--- src/rtl/axi_read_arbiter_rr.sv ---
// Round-robin arbiter from N read masters onto one AXI-style read port.
// ARID carries the master index; R beats are steered back by RID.
module axi_read_arbiter_rr #(
   parameter int READ_MASTERS    = 9,
   parameter int ADDR_WIDTH      = 26,
   parameter int DATA_WIDTH      = 32,
   parameter int ID_WIDTH        = 4,
   parameter int MAX_OUTSTANDING = 4
) (
   input  logic                                   clk,
   input  logic                                   rst,
   input  logic [READ_MASTERS-1:0]                m_arvalid,
   output logic [READ_MASTERS-1:0]                m_arready,
   input  logic [READ_MASTERS*ADDR_WIDTH-1:0]     m_araddr,
   input  logic [READ_MASTERS*4-1:0]              m_arlen,
   output logic [READ_MASTERS-1:0]                m_rvalid,
   input  logic [READ_MASTERS-1:0]                m_rready,
   output logic [READ_MASTERS-1:0]                m_rlast,
   output logic [DATA_WIDTH-1:0]                  m_rdata,
   output logic                                   ARVALID,
   input  logic                                   ARREADY,
   output logic [ID_WIDTH-1:0]                    ARID,
   output logic [3:0]                             ARLEN,
   output logic [ADDR_WIDTH-1:0]                  ARADDR,
   input  logic                                   RVALID,
   output logic                                   RREADY,
   input  logic                                   RLAST,
   input  logic [ID_WIDTH-1:0]                    RID,
   input  logic [DATA_WIDTH-1:0]                  RDATA,
   output logic [$clog2(MAX_OUTSTANDING+1)-1:0]   outstanding,
   output logic                                   err_bad_id
);
   localparam int OW = $clog2(MAX_OUTSTANDING + 1);
   localparam int PW = (READ_MASTERS > 1) ? $clog2(READ_MASTERS) : 1;

   typedef enum logic {S_IDLE, S_ISSUE} state_t;

   state_t                state;
   logic [PW-1:0]         last_grant;
   logic                  gnt_any;
   logic [PW-1:0]         gnt_idx;
   logic [ADDR_WIDTH-1:0] gnt_addr;
   logic [3:0]            gnt_len;
   logic                  can_grant;
   logic                  rid_ok;
   logic                  ar_hs;
   logic                  r_done;

   // Rotating priority: masters above last_grant first, then wrap to 0.
   always_comb begin
      gnt_any  = 1'b0;
      gnt_idx  = '0;
      gnt_addr = '0;
      gnt_len  = '0;
      for (int i = 0; i < READ_MASTERS; i++) begin
         if (!gnt_any && m_arvalid[i] && i > int'(last_grant)) begin
            gnt_any  = 1'b1;
            gnt_idx  = PW'(i);
            gnt_addr = m_araddr[i*ADDR_WIDTH +: ADDR_WIDTH];
            gnt_len  = m_arlen[i*4 +: 4];
         end
      end
      for (int i = 0; i < READ_MASTERS; i++) begin
         if (!gnt_any && m_arvalid[i] && i <= int'(last_grant)) begin
            gnt_any  = 1'b1;
            gnt_idx  = PW'(i);
            gnt_addr = m_araddr[i*ADDR_WIDTH +: ADDR_WIDTH];
            gnt_len  = m_arlen[i*4 +: 4];
         end
      end
   end

   assign can_grant = (state == S_IDLE) && (int'(outstanding) < MAX_OUTSTANDING) && gnt_any;

   always_comb begin
      m_arready = '0;
      for (int i = 0; i < READ_MASTERS; i++)
         m_arready[i] = can_grant && (gnt_idx == PW'(i));
   end

   // Out-of-range RIDs are swallowed so a bad slave cannot wedge the R channel.
   always_comb begin
      m_rvalid = '0;
      m_rlast  = '0;
      RREADY   = 1'b1;
      rid_ok   = 1'b0;
      for (int i = 0; i < READ_MASTERS; i++) begin
         if (int'(RID) == i) begin
            rid_ok      = 1'b1;
            m_rvalid[i] = RVALID;
            m_rlast[i]  = RLAST;
            RREADY      = m_rready[i];
         end
      end
   end

   assign m_rdata = RDATA;
   assign ar_hs   = ARVALID && ARREADY;
   assign r_done  = RVALID && RREADY && RLAST;

   always_ff @(posedge clk) begin
      if (rst) begin
         state       <= S_IDLE;
         ARVALID     <= 1'b0;
         ARID        <= '0;
         ARLEN       <= '0;
         ARADDR      <= '0;
         last_grant  <= PW'(READ_MASTERS - 1);
         outstanding <= '0;
         err_bad_id  <= 1'b0;
      end else begin
         case (state)
            S_IDLE: if (can_grant) begin
               ARADDR     <= gnt_addr;
               ARLEN      <= gnt_len;
               ARID       <= ID_WIDTH'(gnt_idx);
               last_grant <= gnt_idx;
               ARVALID    <= 1'b1;
               state      <= S_ISSUE;
            end
            S_ISSUE: if (ARREADY) begin
               ARVALID <= 1'b0;
               state   <= S_IDLE;
            end
            default: state <= S_IDLE;
         endcase

         if (ar_hs && !r_done)
            outstanding <= outstanding + OW'(1);
         else if (r_done && !ar_hs && outstanding != '0)
            outstanding <= outstanding - OW'(1);

         if ((RVALID && !rid_ok) || (r_done && outstanding == '0))
            err_bad_id <= 1'b1;
      end
   end
endmodule

--- config.mk ---
export PLATFORM = sky130hd
export DESIGN_NAME = axi_read_arbiter_rr
export DESIGN_NICKNAME = d
export VERILOG_FILES = /design/src/rtl/axi_read_arbiter_rr.sv
export SDC_FILE = /design/constraint.sdc
export NUM_CORES = 1
export LEC_CHECK = 0
export ABC_AREA = 1
export CAP_MARGIN = 5
export CORE_AREA = 2 2 166 168
export CTS_BUF_LIST = sky130_fd_sc_hd__clkbuf_4 sky130_fd_sc_hd__clkbuf_8
export DETAILED_ROUTE_END_ITERATION = 16
export DIE_AREA = 0 0 168 170
export GPL_ROUTABILITY_DRIVEN = 0
export MAX_ROUTING_LAYER = met4
export PLACE_DENSITY = 0.61
export RECOVER_POWER = 50
export SYNTH_ARGS = -nofsm -noshare
export SYNTH_HDL_FRONTEND = slang
export SYNTH_SLANG_ARGS = --single-unit
--- constraint.sdc ---
create_clock -name clk -period 2.8 [get_ports clk]
set_clock_uncertainty 0.05 [all_clocks]
set_input_delay 0.28 -clock clk [delete_from_list [all_inputs] [get_ports clk]]
set_output_delay 0.28 -clock clk [all_outputs]
set_load 0.01 [all_outputs]
==> results.sh <==
export IMPL_yosysWarnings=0
export IMPL_fin_area_um2=11700
export IMPL_crit_type="reg -> out"
export IMPL_netSwitchingPower_mw=3.06
export IMPL_ys_seq_area_frac=0.120
export IMPL_dpl_cell_area_um2=11100
export IMPL_comb_power_share=0.778
export IMPL_dp_hpwl_um=28800
export IMPL_worst_slack_ns=-0.0735
export IMPL_finalMaxSlewViolations=0
export IMPL_clockBufferDepth=2
export IMPL_drc=0
export IMPL_pwr_share_seq=0.158
export IMPL_grt_pass1_wl_um=54800
export IMPL_irDropWorstVdd_mv=0.184
export IMPL_fmaxAchievable_ghz=0.348
export IMPL_cpMostUsedCell="nor2_4"
export IMPL_drt_wl_total_um=37500
export IMPL_cts_tree="yes"
export IMPL_antenna_found_initial=0
export IMPL_first_global_vias=10113
export IMPL_setup_viol=15
export IMPL_fin_util=0.440
export IMPL_hp_class="reg -> reg"
export IMPL_cts_buffers_inserted=5
export IMPL_rows=60
export IMPL_dpl_cell_count=2155
export IMPL_switching_share=0.506
export IMPL_slowest_delay_ns=0.41
export IMPL_drv_cap=0
export IMPL_drt_iter0_drc=996
export IMPL_syn_inst=1467
export IMPL_antenna_cells=0
export IMPL_critPathSlowestCell="dfxtp_4"
export IMPL_drive_gt1_frac=0.111
export IMPL_post_route_period_util=1.03
export IMPL_die_area_um2=28600
export IMPL_status="complete, but fails checks"
export IMPL_power_density_nw_per_um2=516
export IMPL_die_y_um=170
export IMPL_ios=428
export IMPL_p_int_mw=2.99
export IMPL_post_place_ws_ns=-0.525
export IMPL_hold_viol_final=0
export IMPL_final_cells=2180
export IMPL_nets=2170
export IMPL_ctsHtreeMaxLevel=2
export IMPL_hold_slack_ns=0.434
export IMPL_dr_pass1_iters=7
export IMPL_postRouteAntennaNets=0
export IMPL_grt_setup_unrepaired="true"
export IMPL_cp_start_kind="flop"
export IMPL_clkTransAtPathRegs_ns=0.09
export IMPL_layout_commonest_cell="nand2_1"
export IMPL_fin_setup_tns_ns=-0.562
export IMPL_num_vias=10483
export IMPL_syn2layout_area_growth_pct=71.1
export IMPL_grt_max_degree=26
export IMPL_worst_path_buf_inv=2
export IMPL_grt_overflow=0
export IMPL_violations="negative setup slack"
export IMPL_cp_end_kind="primary output"
export IMPL_chipWidth_um=168
export IMPL_cp_arrival_ns=2.54
export IMPL_synth_distinct_cells=29
export IMPL_path_delay_family="simple AND/OR/NAND/NOR gates"
export IMPL_mostFrequentLayoutCells="nand2_1 (387), nor2_1 (379), clkdlybuf4s50_1 (333)"
export IMPL_wl_per_cell_um=17.2
export IMPL_slew_headroom=0.597
export IMPL_required_ns=2.47
export IMPL_min_period_ns=2.87
export IMPL_cts_root_buf="clkbuf_8"
export IMPL_clock_latency_ns=0.31
export IMPL_syn_num_nets=1797
export IMPL_power_mw=6.05
export IMPL_crit_chain="nand2_2, nand3_2, nand3_2, nor2_4, nand4_4, nor2_4, nand4_4, nor2_4, nand2_4, nor2_4, o21ai_2, nand3_2, buf_4, nand2_4, nor2_1, buf_2"
export IMPL_p_leak_nw=5.69
export IMPL_core_um2=26700
export IMPL_track_usage=0.255
export IMPL_critical_path_max_fanout=5
export IMPL_clockPowerShare=0.065
export IMPL_io_buffers=363
export IMPL_clock_sinks=41
export IMPL_netlist_area_um2=6850
export IMPL_worstMarginPinSlew_ns=0.603
export IMPL_ys_seq_elements=41
export IMPL_avgSynthCellArea_um2=4.67
export IMPL_viasPerCell=4.81
export IMPL_initial_core_util=0.257
export IMPL_cts_hold_buffers_added=0
## flip-flops by register name (all words and copies together), names as in the netlist
name         count
last_grant       1
state            1
err_bad_id       1
outstanding      3
ARID             4
ARVALID          1
ARLEN            4
ARADDR          26
## power groups by stage
| stage | sequential [mW] | combinational, mW | clock (mW) |
|---|---|---|---|
| final | 0.953 | 4.70 | 0.391 |
| after global routing | 0.981 | 5.23 | 0.434 |
| after CTS | 0.959 | 4.56 | 0.418 |
| after detailed placement | 0.952 | 4.47 | 0 |
| after global placement | 0.944 | 4.45 | 0 |
| after floorplan | 1.00 | 2.40 | 0 |
## cell type report
type                       instances  area, um^2
timing repair buffer             467        4590
tap                              341         427
clock inverter                     1        5.00
fill                            2822       14900
clock buffer                       5        68.8
inverter                         210         792
sequential                        41         836
multi-input combinational       1115        5000
## path summary, 6_finish.rpt
path                                   to                 start  cells past startpoint  slack (ns)
setup / recovery             m_arready[6]  ARID[1]$_SDFFE_PP0P_                     16       -0.07
hold reg to reg      ARVALID$_SDFFE_PP0P_  ARVALID$_SDFFE_PP0P_                      2        0.43
setup reg to reg  ARADDR[17]$_SDFFE_PP0P_  ARID[1]$_SDFFE_PP0P_                     21       -0.02
hold / removal       ARVALID$_SDFFE_PP0P_  ARVALID$_SDFFE_PP0P_                      2        0.43
## cell families (layout without fill, tap and decap cells)
logic type / after synthesis / count (layout) / synth area share
fa+ha+maj: 1 / 1 / 0.00292
simple gates: 1066 / 1066 / 0.644
compound gates: 48 / 48 / 0.0358
flops: 41 / 41 / 0.120
buf+inv: 311 / 683 / 0.197
## layer usage
| metal | vias to the layer above | track usage | share of wire |
|---|---|---|---|
| met5 | - | - | 0 |
| met4 | 0 | 0.105 | 0.046 |
| met3 | 117 | 0.0423 | 0.084 |
| met2 | 576 | 0.450 | 0.49 |
| met1 | 4599 | 0.286 | 0.38 |
| li1 | 5191 | - | - |
## repair_timing
action / CTS / global route
setup endpoints to repair: 32 / 46
endpoints found under the hold margin: 0 / 0
pin swaps: 15 / 23
setup buffers: 10 / 8
gates resized for setup: 72 / 76
cloned: 0 / 3
## worst register-to-register path: stages, from the launching register on
cell       delay [ns]
dfxtp_4          0.41
nand2_2          0.07
nand3_2          0.10
nand3_2          0.10
nor2_4           0.14
nand4_4          0.11
nor2_4           0.14
nand4_4          0.14
nor3_4           0.16
nand2_2          0.10
nor2_4           0.13
nand2_2          0.08
buf_4            0.13
buf_4            0.12
buf_4            0.14
nor2_4           0.12
buf_12           0.14
clkbuf_16        0.15
nand2_1          0.05
nand2_1          0.07
nor2_2           0.05
nor2_1           0.08
## synth_stat cells
master | instances | area (um^2)
o31ai_1 | 1 | 7.51
nand3_1 | 200 | 1000
a31oi_1 | 2 | 12.5
buf_1 | 2 | 7.51
buf_6 | 2 | 22.5
nor4_1 | 1 | 6.26
clkbuf_1 | 38 | 143
o21ai_1 | 2 | 10.0
nand4_2 | 2 | 25.0
nor2_1 | 399 | 1500
nand2_1 | 409 | 1540
dfxtp_1 | 41 | 821
nand3_2 | 1 | 10.0
nand4_1 | 32 | 200
nor2_2 | 5 | 31.3
nor3b_1 | 1 | 7.51
buf_4 | 38 | 285
nand3b_1 | 1 | 7.51
nor3_1 | 12 | 60.1
buf_2 | 21 | 105
fa_1 | 1 | 20.0
clkinv_1 | 3 | 11.3
nor2_4 | 1 | 11.3
a21oi_1 | 19 | 95.1
o21ai_0 | 24 | 120
nand2_2 | 1 | 6.26
inv_1 | 206 | 773
nor3_2 | 1 | 10.0
inv_2 | 1 | 3.75
(Power assumes the default switching activity.)
